===== src/rtl/multicycle_sequencer.sv =====
`default_nettype none
// ============================================================================
// Module   : multicycle_sequencer
// Purpose  : Multi-cycle stage sequencer (IDLE/STEP/WAIT) with stall, flush,
//            sticky halt and an optional retired-instruction counter
//            (enabled by defining SEQ_PERF_CNT_EN).
// Revision : 1.0
// ============================================================================
module multicycle_sequencer #(
  parameter int NUM_STAGES = 5,
  parameter int MEM_STAGE  = 3,
  parameter int MEM_WAIT   = 1,
  parameter int CNT_W      = 32
) (
  input  logic                  clk,
  input  logic                  reset,
  input  logic                  start,
  input  logic                  halt_req,
  input  logic                  stall,
  input  logic                  flush,
  output logic [NUM_STAGES-1:0] stage_en,
  output logic [2:0]            stage_idx,
  output logic                  instr_done,
  output logic                  busy,
  output logic [CNT_W-1:0]      instr_count
);

  localparam logic [2:0]            LAST_IDX = 3'(NUM_STAGES - 1);
  localparam logic [2:0]            MEM_IDX  = 3'(MEM_STAGE);
  localparam logic [3:0]            WAIT_LD  = 4'(MEM_WAIT);
  localparam bit                    HAS_WAIT = (MEM_WAIT > 0);
  localparam logic [NUM_STAGES-1:0] EN_ONE   = NUM_STAGES'(1);

  typedef enum logic [1:0] {
    S_IDLE = 2'd0,
    S_STEP = 2'd1,
    S_WAIT = 2'd2
  } state_t;

  state_t                state_q;
  logic [2:0]            idx_q;
  logic [NUM_STAGES-1:0] en_q;
  logic                  done_q;
  logic                  busy_q;
  logic                  halt_pend_q;
  logic [3:0]            wait_q;

  logic                  halt_d;
  logic                  last_d;
  logic [2:0]            next_idx_d;
  logic                  wrap_idle_d;

  // A halt raised in the final busy cycle still counts at that boundary.
  assign halt_d      = halt_pend_q | halt_req;
  assign last_d      = (idx_q == LAST_IDX);
  assign next_idx_d  = last_d ? 3'd0 : (idx_q + 3'd1);
  assign wrap_idle_d = last_d & halt_d;

  always_ff @(posedge clk or posedge reset) begin
    if (reset) begin
      state_q     <= S_IDLE;
      idx_q       <= 3'd0;
      en_q        <= '0;
      done_q      <= 1'b0;
      busy_q      <= 1'b0;
      halt_pend_q <= 1'b0;
      wait_q      <= 4'd0;
    end else begin
      unique case (state_q)
        S_IDLE: begin
          if (start) begin
            state_q <= S_STEP;
            idx_q   <= 3'd0;
            en_q    <= EN_ONE;
            done_q  <= 1'b0;
            busy_q  <= 1'b1;
            wait_q  <= 4'd0;
          end
        end

        S_STEP, S_WAIT: begin
          if (halt_req) begin
            halt_pend_q <= 1'b1;
          end
          if (flush) begin
            if (halt_d) begin
              state_q     <= S_IDLE;
              idx_q       <= 3'd0;
              en_q        <= '0;
              done_q      <= 1'b0;
              busy_q      <= 1'b0;
              halt_pend_q <= 1'b0;
              wait_q      <= 4'd0;
            end else begin
              state_q <= S_STEP;
              idx_q   <= 3'd0;
              en_q    <= EN_ONE;
              done_q  <= 1'b0;
              wait_q  <= 4'd0;
            end
          end else if (stall) begin
            state_q <= state_q;
          end else if ((state_q == S_STEP) && HAS_WAIT && (idx_q == MEM_IDX)) begin
            state_q <= S_WAIT;
            en_q    <= '0;
            done_q  <= 1'b0;
            wait_q  <= WAIT_LD;
          end else if ((state_q == S_WAIT) && (wait_q > 4'd1)) begin
            wait_q <= wait_q - 4'd1;
          end else if (wrap_idle_d) begin
            state_q     <= S_IDLE;
            idx_q       <= 3'd0;
            en_q        <= '0;
            done_q      <= 1'b0;
            busy_q      <= 1'b0;
            halt_pend_q <= 1'b0;
            wait_q      <= 4'd0;
          end else begin
            state_q <= S_STEP;
            idx_q   <= next_idx_d;
            en_q    <= EN_ONE << next_idx_d;
            done_q  <= (next_idx_d == LAST_IDX);
            wait_q  <= 4'd0;
          end
        end

        default: begin
          state_q     <= S_IDLE;
          idx_q       <= 3'd0;
          en_q        <= '0;
          done_q      <= 1'b0;
          busy_q      <= 1'b0;
          halt_pend_q <= 1'b0;
          wait_q      <= 4'd0;
        end
      endcase
    end
  end

  // Stall masks the registered pulse in its own cycle; flush outranks stall
  // so the enable still shows, but a flushed or stalled last stage never retires.
  assign stage_en   = en_q & {NUM_STAGES{flush | ~stall}};
  assign instr_done = done_q & ~flush & ~stall;
  assign stage_idx  = idx_q;
  assign busy       = busy_q;

`ifdef SEQ_PERF_CNT_EN
  logic [CNT_W-1:0] count_q;

  always_ff @(posedge clk or posedge reset) begin
    if (reset) begin
      count_q <= '0;
    end else if (instr_done) begin
      count_q <= count_q + CNT_W'(1);
    end
  end

  assign instr_count = count_q;
`else
  assign instr_count = '0;
`endif

endmodule
`default_nettype wire


===== config.mk =====
export PLATFORM = sky130hd
export DESIGN_NAME = multicycle_sequencer
export DESIGN_NICKNAME = d
export VERILOG_FILES = /design/src/rtl/multicycle_sequencer.sv
export SDC_FILE = /design/constraint.sdc
export NUM_CORES = 1
export LEC_CHECK = 0
export BUFFER_PORTS_ARGS = -buffer_cell sky130_fd_sc_hd__buf_2
export CORE_MARGIN = 1.5
export CORE_UTILIZATION = 45
export DETAILED_ROUTE_END_ITERATION = 8
export PLACE_DENSITY = 0.86
export SKIP_LAST_GASP = 1
export SLEW_MARGIN = 20
export SYNTH_ARGS = -nofsm -noshare
export SYNTH_HDL_FRONTEND = slang
export SYNTH_SLANG_ARGS = --single-unit

===== constraint.sdc =====
create_clock -name clk -period 2.3 [get_ports clk]
set_clock_uncertainty 0.05 [all_clocks]
set_input_delay 0.23 -clock clk [delete_from_list [all_inputs] [get_ports clk]]
set_output_delay 0.23 -clock clk [all_outputs]
set_load 0.005 [all_outputs]

; Yosys cells after proc, flatten, opt, wreduce, memory -nomap -nowiden
; Index checks and enable logic that the tools add are counted.
[classes]
bitwise = 8
n_eq_ne = 12
reduce_logical = 8
n_lt_le_gt_ge = 1
shift = 1
addsub = 2
muxes = 53
[op_table]
columns = cell, n
row1 = two-way mux 5 bit, 6
row2 = two-way mux 1 bit, 23
row3 = two-way mux 3 bit, 7
row4 = two-way mux 4 bit, 5
row5 = != test 3 bit (second input constant), 5
row6 = two-way mux 2 bit, 5
row7 = case mux 5 bit (2 select lines), 1
row8 = case mux 4 bit (2 select lines), 1
row9 = equality test 3 bit (second input constant), 2
row10 = case mux 1 bit (2 select lines), 3
row11 = case mux 3 bit (2 select lines), 1
row12 = AND reduction 6 bit, 1
row13 = AND 5 bit, 1
row14 = << shifter 1 x 3 -> 5 bit (first input constant), 1
row15 = > comparator 4 x 1 -> 1 bit (second input constant), 1
row16 = != test 4 bit (second input constant), 1
row17 = case mux 2 bit (2 select lines), 1
row18 = AND reduction 4 bit, 1
row19 = subtractor 4 x 1 -> 4 bit (second input constant), 1
row20 = adder 3 x 1 -> 3 bit (second input constant), 1
row21 = AND 1 bit, 3
row22 = equality test 3 x 2 -> 1 bit (second input constant), 1
row23 = AND reduction 3 bit, 1
row24 = equality test 2 x 1 -> 1 bit (second input constant), 1
row25 = other kinds (8), 11
[word_totals]
elab_cells = 92
ff_bits = 17

; Depth between registers and ports, before layout
[depth]
ltp_word = 9
ltp_mapped = 9
mapped_depth_nobuf = 7

; Worst setup path after synthesis
; OpenSTA, ideal clock, no wires.
[synth_timing]
kind = flip-flop to flip-flop
startpoint = register state_q[0]
endpoint = register busy_q, in the netlist busy
required_ps = 2125
path_stages_with_launch = 9
slack_ps = 169
period_less_slack_ps = 2131
setup_ps = 125
t_arrival_ps = 1956
cell_sequence = dfrtp_1 -> inv_1 -> ha_1 -> nor2b_1 -> buf_6 -> a22o_4 -> a211oi_4 -> nand2_2 -> mux2_4
[synth_between]
elab_chain_cells = 4
elab_cells_between_ends = 14
classes_between = eq/ne: 8 / mux: 1 / reduce/logical: 5
[synth_rtl]
columns = element, line
row1 = "start, declared", 40  ; state_t state_q;
row2 = "start signal, assigned", 102  ; state_q <= state_q;
row3 = equality test 2 x 1 -> 1 bit or equality test 2 bit (tied branches), "69, 103, 108"
row4 = OR reduction 2 bit (tied with other cells), 69  ; unique case (state_q)
row5 = != test 3 bit (no source line), -
row6 = AND reduction 6 bit (no source line), -
row7 = "end signal, assigned", 65  ; busy_q <= 1'b0;
row8 = "end signal, assigned", 76  ; busy_q <= 1'b1;
row9 = "end signal, assigned", 115  ; busy_q <= 1'b0;
row10 = "end, declared", 44  ; logic busy_q;
; Several ways; a longest one is shown, not always the timed one.
; A chain may end at the register's enable or synchronous reset.

; Worst setup path in the final report
; Same ends and word-level chain as after synthesis.

==> metrics.cfg <==
[grt]
grt_pass1_vias = 837
grt_overflow = 0
grt_usage = 0.145
antenna_found_initial = 0
grt_max_degree = 18
grt_first_pass_wirelength_um = 3710

[sta]
fin_crit_sh = 0.952
max_slew_margin = 0.522
finalSetupViolations = 0
rsz0062_at_grt = false
final_hold_viol_count = 0
worst_slew_pin_slew_ns = 0.713
period_needed_ns = 2.19
drv_slew = 0
fmax_mhz = 457
fin_setup_tns_ns = 0

[critical_path]
end_kind = register
critical_path_class = register to register
crit_fanout = 7
cp_slowest_cell = dfrtp_1
crit_arrival_ns = 2.33
path_cells = inv_1 > ha_1 > nor2b_2 > a22o_4 > a211oi_4 > nand2_2 > mux2_4
startpoint_type = register
rr_startpoint = state_q[0]
slowest_delay_ns = 0.41
cp.required_ns = 2.43
crit_start = state_q[0]

[placement]
io_buffers = 15
place.gp.congestion = 0.876
hpwlAfterDp_um = 1840

[job]
cap_viol_max_count = 0

[floorplan]
pin_count = 48
die_h_um = 57.6
core_area_um2 = 2780
row_count = 19
die_w_um = 57.6
start_util = 0.482
die-area_um2 = 3320

[power_and_ir_drop]
p_int_w = 0.000733
cellLeakagePower_nw = 0.741
p_clk_frac = 0.136
vdd_drop_max_uv = 637
total_power_w = 0.00122
p_sw_w = 0.000492
seqPwrFrac = 0.344
p_per_area_nw_per_um2 = 878
p_comb_frac = 0.520
switching_share = 0.401

[yosys]
yosysSeqAreaShare = 0.317
ys_seq_elements = 17
syn-mean-instance-area_um2 = 8.94
netlist.top_cell.by_area = dfrtp_1
synth_top_area_frac = 0.317
synth_ff_type = dfrtp_1
yosys-top-cells-area = dfrtp_1 32%, buf_4 18%, ha_1 8.4%
ys_types = 40
ys_warn_count = 0
synth_cells = 150
async_flop_share = 1.00
synth_edf_count = 0
synth_area_um2 = 1340

[route]
ant_nets = 0
dr_wl_met3_um = 126
firstDrtPassIters = 4
drt-met1-wl_um = 1150
wl_per_cell_um = 11.6
routed_wl_um = 2350
num_vias = 1002
wl_met2_um = 1050
vias_per_cell = 4.94
drc = 0
topRoutingLayerUsed = met4
first_iter_violations = 39

[min_path]
hp-start = halt_req
hold_path.class = input pin to register

[cts]
path_clk_slew_ns = 0.11
cts_sinks = 17
cts-htree-levels = 1
clock_latency_ns = 0.30
cts_max_path_buffers = 2
cts_root_buf = clkbuf_4
post_cts_buffers = 0
cts_buffers = 3
cts_tree = built

[layout]
drive_gt1_frac = 0.180
nFillCells = 271
nets = 188
n_antenna_cell = 0
area_growth_pct = 4.01

[status]
status = finished clean

worst paths after layout:
| path | endpoint | slack (ns) | cells past startpoint |
|---|---|---|---|
| worst min-delay path | halt_pend_q | 0.26 | 3 |
| worst min register to register | en_q[2] | 0.44 | 2 |
| min in group asynchronous | wait_q[0] | 0.51 | 3 |
| worst max-delay path | busy | 0.11 | 7 |
| worst max register to register | busy | 0.11 | 7 |
| max in group asynchronous | stage_idx[2] | 1.25 | 3 |
cell usage in the layout, fill, tap and decap left out, types with 2 or more instances in the layout:
master | netlist | final
a21oi_1 | 5 | 5
o21bai_1 | 2 | 2
o31ai_1 | 3 | 3
buf_2 | 1 | 15
or3_1 | 2 | 2
nor2b_1 | 3 | 2
o21ai_0 | 5 | 5
nand3_1 | 5 | 5
dfrtp_1 | 17 | 17
nor2_1 | 5 | 5
o21ai_1 | 4 | 4
nand2b_1 | 4 | 4
buf_4 | 32 | 6
a22o_1 | 2 | 2
nand2_1 | 13 | 13
inv_1 | 10 | 10
ha_1 | 9 | 9
o41ai_1 | 2 | 2
conb_1 | 1 | 32
clkbuf_4 | 0 | 3
and2_1 | 5 | 5
power groups by stage:
stage | combinational, W | clock (W) | sequential (W)
floorplan | 0.000484 | 0 | 0.000429
global placement | 0.000613 | 0 | 0.000426
detailed placement | 0.000633 | 0 | 0.000429
CTS | 0.000637 | 0.000171 | 0.000423
global route | 0.000704 | 0.000177 | 0.000434
finish | 0.000637 | 0.000166 | 0.000422
per-layer routing:
| layer | vias to the layer above | global-route usage |
|---|---|---|
| met4 | 0 | 0.0332 |
| met2 | 35 | 0.203 |
| met5 | - | 0 |
| met3 | 4 | 0.0431 |
| met1 | 466 | 0.218 |
| li1 | 497 | - |
flip-flops by register name (all words and copies together), names as in the netlist:
| register | flops |
|---|---|
| busy | 1 |
| done_q | 1 |
| en_q | 5 |
| halt_pend_q | 1 |
| stage_idx | 3 |
| state_q | 2 |
| wait_q | 4 |
cells in the mapped netlist (2+ instances only):
cell type,instances
a21oi_1,5
a22o_1,2
and2_1,5
buf_4,32
dfrtp_1,17
ha_1,9
inv_1,10
nand2_1,13
nand2b_1,4
nand3_1,5
nor2_1,5
nor2b_1,3
o21ai_0,5
o21ai_1,4
o21bai_1,2
o31ai_1,3
o41ai_1,2
or3_1,2
worst max-delay path: cells and delay by family (launching register included):
family,cells,cell delay [ns]
AOI/OAI and AO/OA,2,0.61
adders and majority gates,1,0.31
buffers and inverters,1,0.08
DFF,1,0.41
muxes,1,0.30
and+or+nand+nor,2,0.32
timing repair:
action                     CTS  global route
hold buffers                 1             0
hold endpoints to repair    17             0
setup endpoints to repair    0             7
resized for setup            0             1
per-stage QoR:
stage / cell area, um2 / setup WS (ns) / cells / util / hold WS [ns]
floorplan: 1460 / 0.169 / 181 / - / 0.106
global placement: 1360 / 0.137 / 198 / 0.488 / 0.304
detailed placement: 1360 / 0.0475 / 198 / 0.488 / 0.309
CTS: 1390 / 0.0326 / 203 / 0.501 / 0.254
global route: 1400 / 0.0135 / 203 / 0.502 / 0.289
finish: 1400 / 0.109 / 203 / 0.502 / 0.258
cell type report:
class	instances	area (um2)	area share
multi-input cells	119	737	0.528
flip-flops and latches	17	425	0.305
repair buffers	22	130	0.0933
clock buffers	4	26.3	0.0188
inverters	10	37.5	0.0269
well taps	31	38.8	0.0278
logic make-up (layout without fill, tap and decap cells):
family | count (synthesis) | count (layout) | share of synthesized area
other | 1 | 32 | 0.00280
AOI/OAI and AO/OA | 32 | 32 | 0.185
muxes | 2 | 2 | 0.0187
adders and majority gates | 9 | 9 | 0.0840
and+or+nand+nor | 44 | 44 | 0.171
DFF | 17 | 17 | 0.317
buffers and inverters | 45 | 36 | 0.222
No activity file was read; power rests on OpenSTA's default activity.
